<file path="config.mk">
export PLATFORM = sky130hd
export DESIGN_NAME = axi4_stream_initiator_arbiter
export DESIGN_NICKNAME = d
export VERILOG_FILES = /design/src/rtl/axi4_stream_arbiter_pkg.sv /design/src/rtl/axi4_stream_register_slice.sv /design/src/rtl/axi4_stream_initiator_arbiter.sv
export SDC_FILE = /design/constraint.sdc
export NUM_CORES = 1
export LEC_CHECK = 0
export CELL_PAD_IN_SITES_DETAIL_PLACEMENT = 1
export CELL_PAD_IN_SITES_GLOBAL_PLACEMENT = 1
export CORE_MARGIN = 4
export CORE_UTILIZATION = 23
export DETAILED_ROUTE_END_ITERATION = 16
export MAX_ROUTING_LAYER = met4
export PLACE_DENSITY = 0.8
export SYNTH_ARGS = -nofsm -noshare
export SYNTH_HDL_FRONTEND = slang
export SYNTH_SLANG_ARGS = --single-unit
</file>
<file path="constraint.sdc">
create_clock -name clk_axis_i -period 2.9 [get_ports clk_axis_i]
set_input_delay 0.29 -clock clk_axis_i [delete_from_list [all_inputs] [get_ports clk_axis_i]]
set_output_delay 0.29 -clock clk_axis_i [all_outputs]
set_load 0.005 [all_outputs]
</file>
<file path="src/rtl/axi4_stream_arbiter_pkg.sv">
// Shared types and helpers for AXI4-Stream arbiters.
// Contents: arb_state_t (IDLE/LOCKED), width limits, rr_pick round-robin picker.
package axi4_stream_arbiter_pkg;

  localparam int unsigned MaxInitiators = 16;
  localparam int unsigned PtrWidth      = 4;

  typedef enum logic {
    IDLE   = 1'b0,
    LOCKED = 1'b1
  } arb_state_t;

  // One-hot pick of the first set request at or above ptr, wrapping modulo n.
  // Requests above n-1 must be zero; n defaults to the widest supported arbiter.
  function automatic logic [MaxInitiators-1:0] rr_pick(
    input logic [MaxInitiators-1:0] req,
    input logic [PtrWidth-1:0]      ptr,
    input int unsigned              n = MaxInitiators
  );
    logic [MaxInitiators-1:0] grant;
    logic                     found;
    logic [PtrWidth-1:0]      idx;
    grant = '0;
    found = 1'b0;
    for (int unsigned k = 0; k < MaxInitiators; k++) begin
      idx = PtrWidth'((32'(ptr) + k) % n);
      if ((k < n) && !found && req[idx]) begin
        grant[idx] = 1'b1;
        found      = 1'b1;
      end
    end
    return grant;
  endfunction

endpackage

</file>
<file path="src/rtl/axi4_stream_register_slice.sv">
// One-entry AXI4-Stream register slice.
// Ports: clk/rst_n (async active-low); in_* upstream beat with in_ready_c
// (combinational, depends only on out_valid/out_ready); out_* registered beat.
module axi4_stream_register_slice #(
  parameter int unsigned TDataWidth = 32,
  parameter int unsigned TIdWidth   = 8,
  parameter int unsigned TDestWidth = 8
) (
  input  logic                  clk,
  input  logic                  rst_n,
  input  logic                  in_valid,
  output logic                  in_ready_c,
  input  logic [TDataWidth-1:0] in_data,
  input  logic                  in_last,
  input  logic [TIdWidth-1:0]   in_id,
  input  logic [TDestWidth-1:0] in_dest,
  output logic                  out_valid,
  input  logic                  out_ready,
  output logic [TDataWidth-1:0] out_data,
  output logic                  out_last,
  output logic [TIdWidth-1:0]   out_id,
  output logic [TDestWidth-1:0] out_dest
);

  // Free when empty or draining this cycle.
  assign in_ready_c = !out_valid || out_ready;

  // Load on handshake; otherwise hold data and clear valid once drained.
  always_ff @(posedge clk or negedge rst_n) begin : slice_reg
    if (!rst_n) begin
      out_valid <= 1'b0;
      out_data  <= '0;
      out_last  <= 1'b0;
      out_id    <= '0;
      out_dest  <= '0;
    end else if (in_valid && in_ready_c) begin
      out_valid <= 1'b1;
      out_data  <= in_data;
      out_last  <= in_last;
      out_id    <= in_id;
      out_dest  <= in_dest;
    end else if (out_ready) begin
      out_valid <= 1'b0;
    end
  end

endmodule

</file>
<file path="src/rtl/axi4_stream_initiator_arbiter.sv">
// Packet-level round-robin arbiter sharing one AXI4-Stream port among NumInitiators.
// Ports: clk_axis_i/rst_axis_ni (async active-low); s_axis_* per-initiator inputs
// (vectors sliced per initiator); m_axis_* registered shared output; grant_o
// one-hot held for a whole packet; arb_error_o sticky tid/tdest-change flag.
module axi4_stream_initiator_arbiter
  import axi4_stream_arbiter_pkg::*;
#(
  parameter int unsigned NumInitiators = 4,
  parameter int unsigned TDataWidth    = 32,
  parameter int unsigned TIdWidth      = 8,
  parameter int unsigned TDestWidth    = 8
) (
  input  logic                               clk_axis_i,
  input  logic                               rst_axis_ni,
  input  logic [NumInitiators-1:0]           s_axis_tvalid_i,
  output logic [NumInitiators-1:0]           s_axis_tready_o,
  input  logic [NumInitiators*TDataWidth-1:0] s_axis_tdata_i,
  input  logic [NumInitiators-1:0]           s_axis_tlast_i,
  input  logic [NumInitiators*TIdWidth-1:0]   s_axis_tid_i,
  input  logic [NumInitiators*TDestWidth-1:0] s_axis_tdest_i,
  output logic                               m_axis_tvalid_o,
  input  logic                               m_axis_tready_i,
  output logic [TDataWidth-1:0]              m_axis_tdata_o,
  output logic                               m_axis_tlast_o,
  output logic [TIdWidth-1:0]                m_axis_tid_o,
  output logic [TDestWidth-1:0]              m_axis_tdest_o,
  output logic [NumInitiators-1:0]           grant_o,
  output logic                               arb_error_o
);

  localparam int unsigned IdxWidth = (NumInitiators > 1) ? $clog2(NumInitiators) : 1;

  arb_state_t               state_q, state_d;
  logic [IdxWidth-1:0]      rr_ptr_q, grant_idx, next_ptr;
  logic                     sel_valid, sel_last;
  logic [TDataWidth-1:0]    sel_data;
  logic [TIdWidth-1:0]      sel_id, ref_id_q;
  logic [TDestWidth-1:0]    sel_dest, ref_dest_q;
  logic                     slice_in_valid, slice_in_ready, accept;
  logic                     first_q;
  logic [MaxInitiators-1:0] pick_wide;
  logic [NumInitiators-1:0] pick;
  logic                     unused_pick_hi;

  // Round-robin candidate for the next packet.
  assign pick_wide      = rr_pick(MaxInitiators'(s_axis_tvalid_i), PtrWidth'(rr_ptr_q), NumInitiators);
  assign pick           = pick_wide[NumInitiators-1:0];
  assign unused_pick_hi = ^pick_wide;

  // Input mux steered by the held one-hot grant.
  always_comb begin : input_mux
    grant_idx = '0;
    sel_valid = 1'b0;
    sel_last  = 1'b0;
    sel_data  = '0;
    sel_id    = '0;
    sel_dest  = '0;
    for (int unsigned i = 0; i < NumInitiators; i++) begin
      if (grant_o[i]) begin
        grant_idx = IdxWidth'(i);
        sel_valid = s_axis_tvalid_i[i];
        sel_last  = s_axis_tlast_i[i];
        sel_data  = s_axis_tdata_i[i*TDataWidth +: TDataWidth];
        sel_id    = s_axis_tid_i[i*TIdWidth +: TIdWidth];
        sel_dest  = s_axis_tdest_i[i*TDestWidth +: TDestWidth];
      end
    end
  end

  assign next_ptr = (grant_idx == IdxWidth'(NumInitiators - 1)) ? '0
                                                                 : grant_idx + IdxWidth'(1);

  // FSM state register.
  always_ff @(posedge clk_axis_i or negedge rst_axis_ni) begin : fsm_state
    if (!rst_axis_ni) begin
      state_q <= IDLE;
    end else begin
      state_q <= state_d;
    end
  end

  // FSM next state: lock on any request, release after the tlast beat.
  always_comb begin : fsm_next
    state_d = state_q;
    case (state_q)
      IDLE:    if (|s_axis_tvalid_i) state_d = LOCKED;
      LOCKED:  if (accept && sel_last) state_d = IDLE;
      default: state_d = IDLE;
    endcase
  end

  // FSM outputs: only the granted input sees the slice's ready.
  always_comb begin : fsm_out
    slice_in_valid  = 1'b0;
    s_axis_tready_o = '0;
    if (state_q == LOCKED) begin
      slice_in_valid  = sel_valid;
      s_axis_tready_o = slice_in_ready ? grant_o : '0;
    end
  end

  assign accept = slice_in_valid && slice_in_ready;

  // Grant, round-robin pointer and in-packet tid/tdest consistency check.
  always_ff @(posedge clk_axis_i or negedge rst_axis_ni) begin : arb_reg
    if (!rst_axis_ni) begin
      grant_o     <= '0;
      rr_ptr_q    <= '0;
      first_q     <= 1'b0;
      ref_id_q    <= '0;
      ref_dest_q  <= '0;
      arb_error_o <= 1'b0;
    end else begin
      if (state_q == IDLE) begin
        grant_o <= pick;
        first_q <= 1'b1;
      end else if (accept && sel_last) begin
        grant_o  <= '0;
        rr_ptr_q <= next_ptr;
      end
      if (accept) begin
        first_q <= 1'b0;
        if (first_q) begin
          ref_id_q   <= sel_id;
          ref_dest_q <= sel_dest;
        end else if ((sel_id != ref_id_q) || (sel_dest != ref_dest_q)) begin
          arb_error_o <= 1'b1;
        end
      end
    end
  end

  axi4_stream_register_slice #(
    .TDataWidth (TDataWidth),
    .TIdWidth   (TIdWidth),
    .TDestWidth (TDestWidth)
  ) u_slice (
    .clk        (clk_axis_i),
    .rst_n      (rst_axis_ni),
    .in_valid   (slice_in_valid),
    .in_ready_c (slice_in_ready),
    .in_data    (sel_data),
    .in_last    (sel_last),
    .in_id      (sel_id),
    .in_dest    (sel_dest),
    .out_valid  (m_axis_tvalid_o),
    .out_ready  (m_axis_tready_i),
    .out_data   (m_axis_tdata_o),
    .out_last   (m_axis_tlast_o),
    .out_id     (m_axis_tid_o),
    .out_dest   (m_axis_tdest_o)
  );

endmodule
</file>
# Yosys cells after proc, flatten, opt, wreduce, memory -nomap -nowiden

Index checks and enable logic that the tools add are counted.
W data, S select, Z words.

Add/sub/neg operators: 4
Magnitude comparators: 8
Equal/unequal tests: 5
Muxes and demuxes: 59
Bitwise operators: 5
Reduce and logical (&&, ||, !) cells: 20

Operator list:

| operator              | count |
|---|---|
| $mux W32              | 4 |
| $mux W8               | 8 |
| $mux W4               | 8 |
| $mux W1               | 27 |
| $lt A2 B5 Y1 const B  | 4 |
| $ne A8 B8 Y1          | 2 |
| $or A4 B4 Y4          | 3 |
| $logic_and A1 B1 Y1   | 9 |
| $bmux W1 S2           | 4 |
| $demux W1 S2          | 4 |
| $ge A2 B1 Y1 const B  | 4 |
| $mux W2               | 3 |
| $add A2 B1 Y2 const B | 2 |
| $add A2 B2 Y2 const B | 2 |
| $logic_not A1 Y1      | 4 |
| $ne A2 B1 Y1 const B  | 2 |
| $reduce_and A2 Y1     | 2 |
| $reduce_or A4 Y1      | 1 |
| $reduce_and A3 Y1     | 1 |
| $eq A2 B2 Y1 const B  | 1 |
| $logic_or A1 B1 Y1    | 2 |
| $not A1 Y1            | 2 |
| $pmux W1 S2           | 1 |
| $reduce_bool A2 Y1    | 1 |

Register bits after elaboration: 75
Input port bits: 203
Output and inout port bits: 59

# Logic depth before layout (Yosys ltp)

Gate-level depths: netlist of run 1.

Word-level depth: 13
Depth in mapped cells: 9

# Hierarchy

A second synthesis of run 1 with hierarchy kept.

Cells, all modules: 496
Area total of the unflattened synthesis: 5127.4 um2

By module, submodules not included:

| module                        | instances | cells each | area an instance (um2) | seq. area each (um2) |
|---|---|---|---|---|
| axi4_stream_initiator_arbiter | 1         | 389        | 3218.1                 | 625.6 |
| axi4_stream_register_slice    | 1         | 107        | 1909.3                 | 1251.2 |

# Worst setup path before layout of run 1

Ideal clock, no wire load.

Path kind: flip-flop to flip-flop
From: register rr_ptr_q[0]
To: register grant_o[0]
Arrival: 2232 ps
Data required time: 2765 ps
Path slack: 534 ps
Cell stages (with the launch flop): 9
Buffers on the path: 1
Period minus slack after synthesis: 2366 ps
Cells stage by stage: dfrtp_1 -> clkbuf_1 -> inv_1 -> ha_1 -> mux4_2 -> a22oi_1 -> nor2_1 -> a221oi_1 -> o22ai_1

Cells in the longest elaborated chain, start to end: 13

Ends and longest elaborated chain:

| element                                                               | RTL line                             | RTL |
|---|---|---|
| start, declared                                                       | axi4_stream_initiator_arbiter.sv:34  | `logic [IdxWidth-1:0] rr_ptr_q, grant_idx, next_ptr;` |
| start signal, assigned                                                | axi4_stream_initiator_arbiter.sv:119 | `rr_ptr_q <= next_ptr;` |
| parallel branches: the longest is 11 deep, another holds $lt A2 B5 Y1 | -                                    |  |
| $mux W4 *                                                             | axi4_stream_arbiter_pkg.sv:27        | `if ((k < n) && !found && req[idx]) begin` |
| $mux W4 *                                                             | axi4_stream_initiator_arbiter.sv:114 | `if (state_q == IDLE) begin` |
| end signal, assigned                                                  | axi4_stream_initiator_arbiter.sv:115 | `grant_o <= pick;` |
| end, declared                                                         | axi4_stream_initiator_arbiter.sv:27  | `output logic [NumInitiators-1:0] grant_o,` |

Every way passes the cells marked *. The select of a mux whose other input is x is not followed.
A chain may end at the register's enable or synchronous reset.

# Final worst setup path of run 1

From: register rr_ptr_q[0]
To: register grant_o[3]

The elaborated chain is that of the path after synthesis.

==> results of run 1 <==
## what timing repair did
item | in CTS | in global routing
buffers inserted | 0 | 0
hold buffers | 1 | 0
endpoints found under the hold margin | 28 | 0
## power by group
part / internal, mW / total, mW / switching (mW)
Clock: 0.683 / 1.19 / 0.506
Combinational: 2.08 / 4.56 / 2.49
Sequential: 1.43 / 1.82 / 0.390
## routing by layer
layer  global-route usage  wire length (µm)  vias up
met5                    -                 0        -
met3               0.0366               815       26
met2                0.307             11000      130
met4               0.0543               382        0
li1                     -                 -     2584
met1                0.217              8990     2611
## Yosys cell counts (3+ instances only)
master / n / area share
nand2_1: 76 / 0.059
dfrtp_1: 75 / 0.39
o21ai_0: 73 / 0.076
a21oi_1: 43 / 0.045
a221oi_1: 41 / 0.075
nor2_1: 39 / 0.030
nor3_1: 36 / 0.037
clkbuf_1: 23 / 0.018
buf_1: 10 / 0.0078
inv_1: 10 / 0.0078
o22ai_1: 10 / 0.013
a22oi_1: 8 / 0.013
buf_2: 8 / 0.0083
buf_6: 8 / 0.019
ha_1: 8 / 0.021
xnor2_1: 8 / 0.015
and3_1: 6 / 0.0078
nor2b_1: 6 / 0.0078
a221o_1: 5 / 0.010
nand3b_1: 5 / 0.0078
or2_2: 5 / 0.0065
mux2i_1: 4 / 0.0083
nor4_1: 4 / 0.0052
o21a_1: 4 / 0.0063
o221ai_1: 4 / 0.0073
a2111oi_2: 3 / 0.0094
a31oi_1: 3 / 0.0039
mux4_2: 3 / 0.014
nand2b_1: 3 / 0.0039
nand3_1: 3 / 0.0031
## cell families after synthesis
| family | after synthesis |
|---|---|
| simple gates | 194 |
| xor+xnor | 9 |
| fa+ha+maj | 8 |
| compound gates | 212 |
| flops | 75 |
| buf+inv | 61 |
| mux | 8 |
## per-stage QoR
step	instances	power, mW	setup slack [ns]	hold slack [ns]	util
2_1_floorplan	567	4.63	0.534	-0.00559	-
6_report	1081	7.58	0.365	0.475	0.390
5_1_grt	1081	8.26	0.111	0.500	0.390
4_1_cts	1079	7.70	0.372	0.484	0.390
3_3_place_gp	1062	6.35	0.492	0.354	0.375
3_5_place_dp	1062	6.46	0.387	0.362	0.375
## worst max-delay path, stage by stage, from the launching register on
cell and delay (ns):
dfrtp_1 0.57, inv_1 0.18, ha_1 0.40, mux4_2 0.58, nor2b_1 0.29, a22oi_1 0.11
nor2_1 0.11, a221oi_1 0.06, o22ai_1 0.15
## layout make-up
cell class | instances | share of cell area
Clock inverter | 7 | 0.0102
Inverter | 10 | 0.00472
Timing Repair Buffer | 277 | 0.345
Antenna cell | 2 | 0.000629
Clock buffer | 9 | 0.0283
Tap cell | 270 | 0.0425
Multi-Input combinational cell | 431 | 0.332
Sequential cell | 75 | 0.237
## registers in the layout (all words and copies together) (netlist names)
| register | flops |
|---|---|
| first_q | 1 |
| u_slice.out_last | 1 |
| grant_o | 4 |
| state_q | 1 |
| u_slice.out_id | 8 |
| u_slice.out_data | 32 |
| ref_dest_q | 8 |
| u_slice.out_valid | 1 |
| rr_ptr_q | 2 |
| arb_error_o | 1 |
| ref_id_q | 8 |
| u_slice.out_dest | 8 |
## worst paths after layout
path                       slack, ns              endpoint            startpoint
max                             0.37            grant_o[3]           rr_ptr_q[0]
min                             0.48  u_slice.out_data[21]  u_slice.out_data[21]
max reg2reg                     0.37            grant_o[3]           rr_ptr_q[0]
min reg2reg                     0.48  u_slice.out_data[21]  u_slice.out_data[21]
max in group asynchronous       1.77  u_slice.out_data[27]           rst_axis_ni
min in group asynchronous       0.54   u_slice.out_data[1]           rst_axis_ni
==> results_dict.tcl, run 1 <==
set metrics [dict create \
    post-dp-hpwl_um 16500 \
    cts_tree "done" \
    cp_max_fo 10 \
    firstDrtPassIters 4 \
    crit_arrival_ns 2.79 \
    fin_tns_setup_ns 0 \
    cts_buffers 9 \
    cts_num_sinks 75 \
    grt_pass1_vias 5573 \
    worstMarginPinSlew_ns 0.647 \
    rsz0062_at_grt "false" \
    endpoint_kind "flip-flop" \
    slew_headroom 0.569 \
    synth_top_family_by_area "compound AO/OA/AOI/OAI gates" \
    wl_um 21200 \
    yosysWarnings 0 \
    synth_cell_types 55 \
    status "complete, no violations" \
    synth_compound_area_frac 0.298 \
    final_cell_mix "clkdlybuf4s50_1 (260), nand2_1 (75), o21ai_0 (73)" \
    worstSetupStartpointType "flip-flop" \
    viasPerCell 4.95 \
    die-area_um2 23300 \
    dieHeight_um 153 \
    cap_violations 0 \
    place_congestion 0.861 \
    yosys.area_share.simple 0.186 \
    synth.avg_cell_area_um2 8.47 \
    io_buffers 261 \
    grt_max_degree 61 \
    p_per_area_nw_per_um2 953 \
    final_nets 1015 \
    fmax_ghz 0.395 \
    pin_count 262 \
    grt-ovfl-total 0 \
    start_util 0.236 \
    drcViolationCount 0 \
    final_common_cell "clkdlybuf4s50_1" \
    finalInstanceArea_um2 7950 \
    cts_resized 0 \
    synthXorXnorAreaFrac 0.0164 \
    fin_skew_ns 0.00863 \
    antenna_left 0 \
    clk_pin_slew_ns 0.07 \
    ys_seq_area_frac 0.391 \
    drive_above_1_share 0.0680 \
    die_w_um 153 \
    track_usage 0.180 \
    via_count 5351 \
    wl_per_cell_um 19.6 \
    synth-seq-cells 75 \
    criticalPathCategory "reg -> reg" \
    yosys_most_used_dff "dfrtp_1" \
    synth_fp_nets 778 \
    insertion_delay_ns 0.34 \
    ys_async_sr_fraction 1.00 \
    timing_hold_violations_final 0 \
    worstRegToRegCells 8 \
    ctsRootBufferMaster "clkbuf_16" \
    min_period_over_period 0.874 \
    critPathRequiredTime_ns 3.16 \
    period_needed_ns 2.53 \
    power.leakage_nw 3.10 \
    htreeDepth 3 \
    hold_class "reg -> reg" \
    postPlaceCellArea_um2 7630 \
    fillers 2354 \
    multiInputGateArea_um2 2640 \
    syn_inst 567 \
    synth_fa_ha_area_frac 0.0208 \
    final-seq-area_um2 1880 \
    syn_to_final_growth_pct 65.5 \
    fp-row-count 52 \
    slew_viol_final 0 \
    coreArea_um2 20400 \
    antenna_found_initial 2 \
    synth_mux_area_frac 0.0247 \
    whs_path_depth 2 \
    grt_first_pass_wirelength_um 32300 \
    synth_edf_count 0 \
    netlist_area_um2 4800 \
    clock_path_buffers 2 \
    ir_worst_vdd_uv 487 \
    setup_viol 0 \
    drt_iter0_drc 313 \
]
Note: power is estimated with default switching activity, not from simulation.
==> run 2: changes to the inputs <==
--- a/config.mk
+++ b/config.mk
@@ -7,11 +7,11 @@
 export LEC_CHECK = 0
 export CELL_PAD_IN_SITES_DETAIL_PLACEMENT = 1
 export CELL_PAD_IN_SITES_GLOBAL_PLACEMENT = 1
-export CORE_MARGIN = 4
-export CORE_UTILIZATION = 23
+export CORE_MARGIN = 1.5
+export CORE_UTILIZATION = 28
 export DETAILED_ROUTE_END_ITERATION = 16
 export MAX_ROUTING_LAYER = met4
-export PLACE_DENSITY = 0.8
+export PLACE_DENSITY = 0.92
 export SYNTH_ARGS = -nofsm -noshare
 export SYNTH_HDL_FRONTEND = slang
 export SYNTH_SLANG_ARGS = --single-unit
==> results_dict.tcl, run 2 (synthesized netlist as in run 1, its figures left out) <==
set metrics [dict create \
    crit_family "multiplexers" \
    via_count 5475 \
    min_period_over_period 0.880 \
    fin_tns_setup_ns 0 \
    layout_setup_ws_ns 0.348 \
    pin_count 262 \
    coreArea_um2 16700 \
    ctsRootBufferMaster "clkbuf_16" \
    fmax_ghz 0.392 \
    post-dp-hpwl_um 15500 \
    grt_pass1_vias 5739 \
    cts_resized 0 \
    crit_chain "inv_1 -> ha_1 -> mux4_2 -> nor2b_1 -> a22oi_1 -> nor2_1 -> a221oi_1 -> o22ai_1" \
    power.leakage_nw 3.11 \
    drt_iter0_drc 177 \
    hold_class "in -> async" \
    dieHeight_um 134 \
    grt_first_pass_wirelength_um 30900 \
    worst-path-buf-inv 1 \
    start_util 0.288 \
    slew_viol_final 0 \
    cap_violations 0 \
    final_common_cell "clkdlybuf4s50_1" \
    largest_register_ffs 32 \
    drcViolationCount 0 \
    ir_worst_vdd_uv 449 \
    postCtsSetupRepairBufs 0 \
    fillers 1984 \
    insertion_delay_ns 0.34 \
    fin_skew_ns 0.00998 \
    clk_pin_slew_ns 0.06 \
    fp-row-count 47 \
    viasPerCell 5.32 \
    firstDrtPassIters 4 \
    antenna_left 0 \
    final_nets 1015 \
    wl_um 20100 \
    rsz0062_at_grt "false" \
    worstRegToRegCells 8 \
    syn_to_final_growth_pct 64.5 \
    place_congestion 0.841 \
    cp_max_fo 10 \
    critical-path-slowest-cell "mux4_2" \
    clock_path_buffers 2 \
    drive_above_1_share 0.0692 \
    grt-ovfl-total 0 \
    criticalPathCategory "reg -> reg" \
    dp_slack_ns 0.374 \
    endpoint_kind "flip-flop" \
    die-area_um2 18000 \
    die_w_um 134 \
    setup_viol 0 \
    track_usage 0.230 \
    worstSetupStartpointType "flip-flop" \
    p_per_area_nw_per_um2 973 \
    rr_startpoint "rr_ptr_q[0]" \
    htreeDepth 3 \
    wl_per_cell_um 19.6 \
    utilization 0.473 \
    num_antenna_cells 0 \
    postCtsHoldBufs 0 \
    cts_buffers 9 \
    timing_hold_violations_final 0 \
    final-seq-area_um2 1880 \
    multiInputGateArea_um2 2640 \
    max_stage_delay_ns 0.58 \
    r2r_setup_slack_ns 0.35 \
    antenna_found_initial 0 \
    grt_max_degree 62 \
    period_needed_ns 2.55 \
    final_cell_mix "clkdlybuf4s50_1 (260), nand2_1 (75), o21ai_0 (73)" \
    critPathRequiredTime_ns 3.15 \
    top_register "u_slice.out_data" \
    cts_tree "done" \
    crit-reg2reg-capture "grant_o[1]" \
    crit_arrival_ns 2.80 \
    worstMarginPinSlew_ns 0.786 \
    io_buffers 261 \
    slew_headroom 0.476 \
    cts_num_sinks 75 \
    status "complete, no violations" \
]
run 2: worst register-to-register path, delay by kind of cell, from the launching register on:
family                     cells  cell delay, ns
DFF                            1            0.56
muxes                          1            0.58
AOI/OAI and AO/OA              3            0.34
and+or+nand+nor                2            0.39
buffers and inverters          1            0.18
adders and majority gates      1            0.41
run 2: metrics by stage:
| step | instances | power (mW) | hold WS, ns | area [µm²] |
|---|---|---|---|---|
| floorplan | 567 | 4.63 | -0.00559 | 4800 |
| global placement | 1013 | 6.29 | 0.413 | 7570 |
| detailed placement | 1013 | 6.49 | 0.433 | 7570 |
| CTS | 1029 | 7.77 | 0.0649 | 7900 |
| global route | 1029 | 8.31 | 0.0856 | 7900 |
| finish | 1029 | 7.69 | 0.0371 | 7900 |
run 2: worst max-delay path by stage:
stage,slack [ns],to,depth (start not counted),from
2_1_floorplan,0.53,grant_o[0],8,rr_ptr_q[0]
3_3_place_gp,0.46,grant_o[2],8,rr_ptr_q[0]
3_5_place_dp,0.37,grant_o[0],8,rr_ptr_q[0]
4_1_cts,0.36,grant_o[0],8,rr_ptr_q[0]
5_1_grt,0.18,grant_o[0],8,rr_ptr_q[0]
6_report,0.35,grant_o[1],8,rr_ptr_q[0]
run 2: final cells by class:
cell class / count / share of cell area
clock buffer: 9 / 0.0285
clock inverter: 7 / 0.0131
inverter: 10 / 0.00475
multi-input combinational: 431 / 0.334
sequential: 75 / 0.238
tap: 220 / 0.0348
timing repair buffer: 277 / 0.347
run 2: layer usage:
metal / global-route usage / share of wire
met5: - / 0
met4: 0.0749 / 0.024
met3: 0.0484 / 0.054
met2: 0.388 / 0.51
met1: 0.273 / 0.41
run 2: power by group:
part	internal [mW]	total [mW]	switching, mW
combinational	2.10	4.63	2.53
sequential	1.43	1.81	0.377
clock	0.768	1.25	0.486
total	4.30	7.69	3.39
==> run 3: changes to the inputs <==
--- a/config.mk
+++ b/config.mk
@@ -5,10 +5,12 @@
 export SDC_FILE = /design/constraint.sdc
 export NUM_CORES = 1
 export LEC_CHECK = 0
+export ABC_CLOCK_PERIOD_IN_PS = 2900
 export CELL_PAD_IN_SITES_DETAIL_PLACEMENT = 1
 export CELL_PAD_IN_SITES_GLOBAL_PLACEMENT = 1
 export CORE_MARGIN = 1.5
 export CORE_UTILIZATION = 28
+export CTS_CLUSTER_SIZE = 16
 export DETAILED_ROUTE_END_ITERATION = 16
 export MAX_ROUTING_LAYER = met4
 export PLACE_DENSITY = 0.92
==> results of run 3 <==
No change in the layout: final DEF, timing and power equal those of run 2.
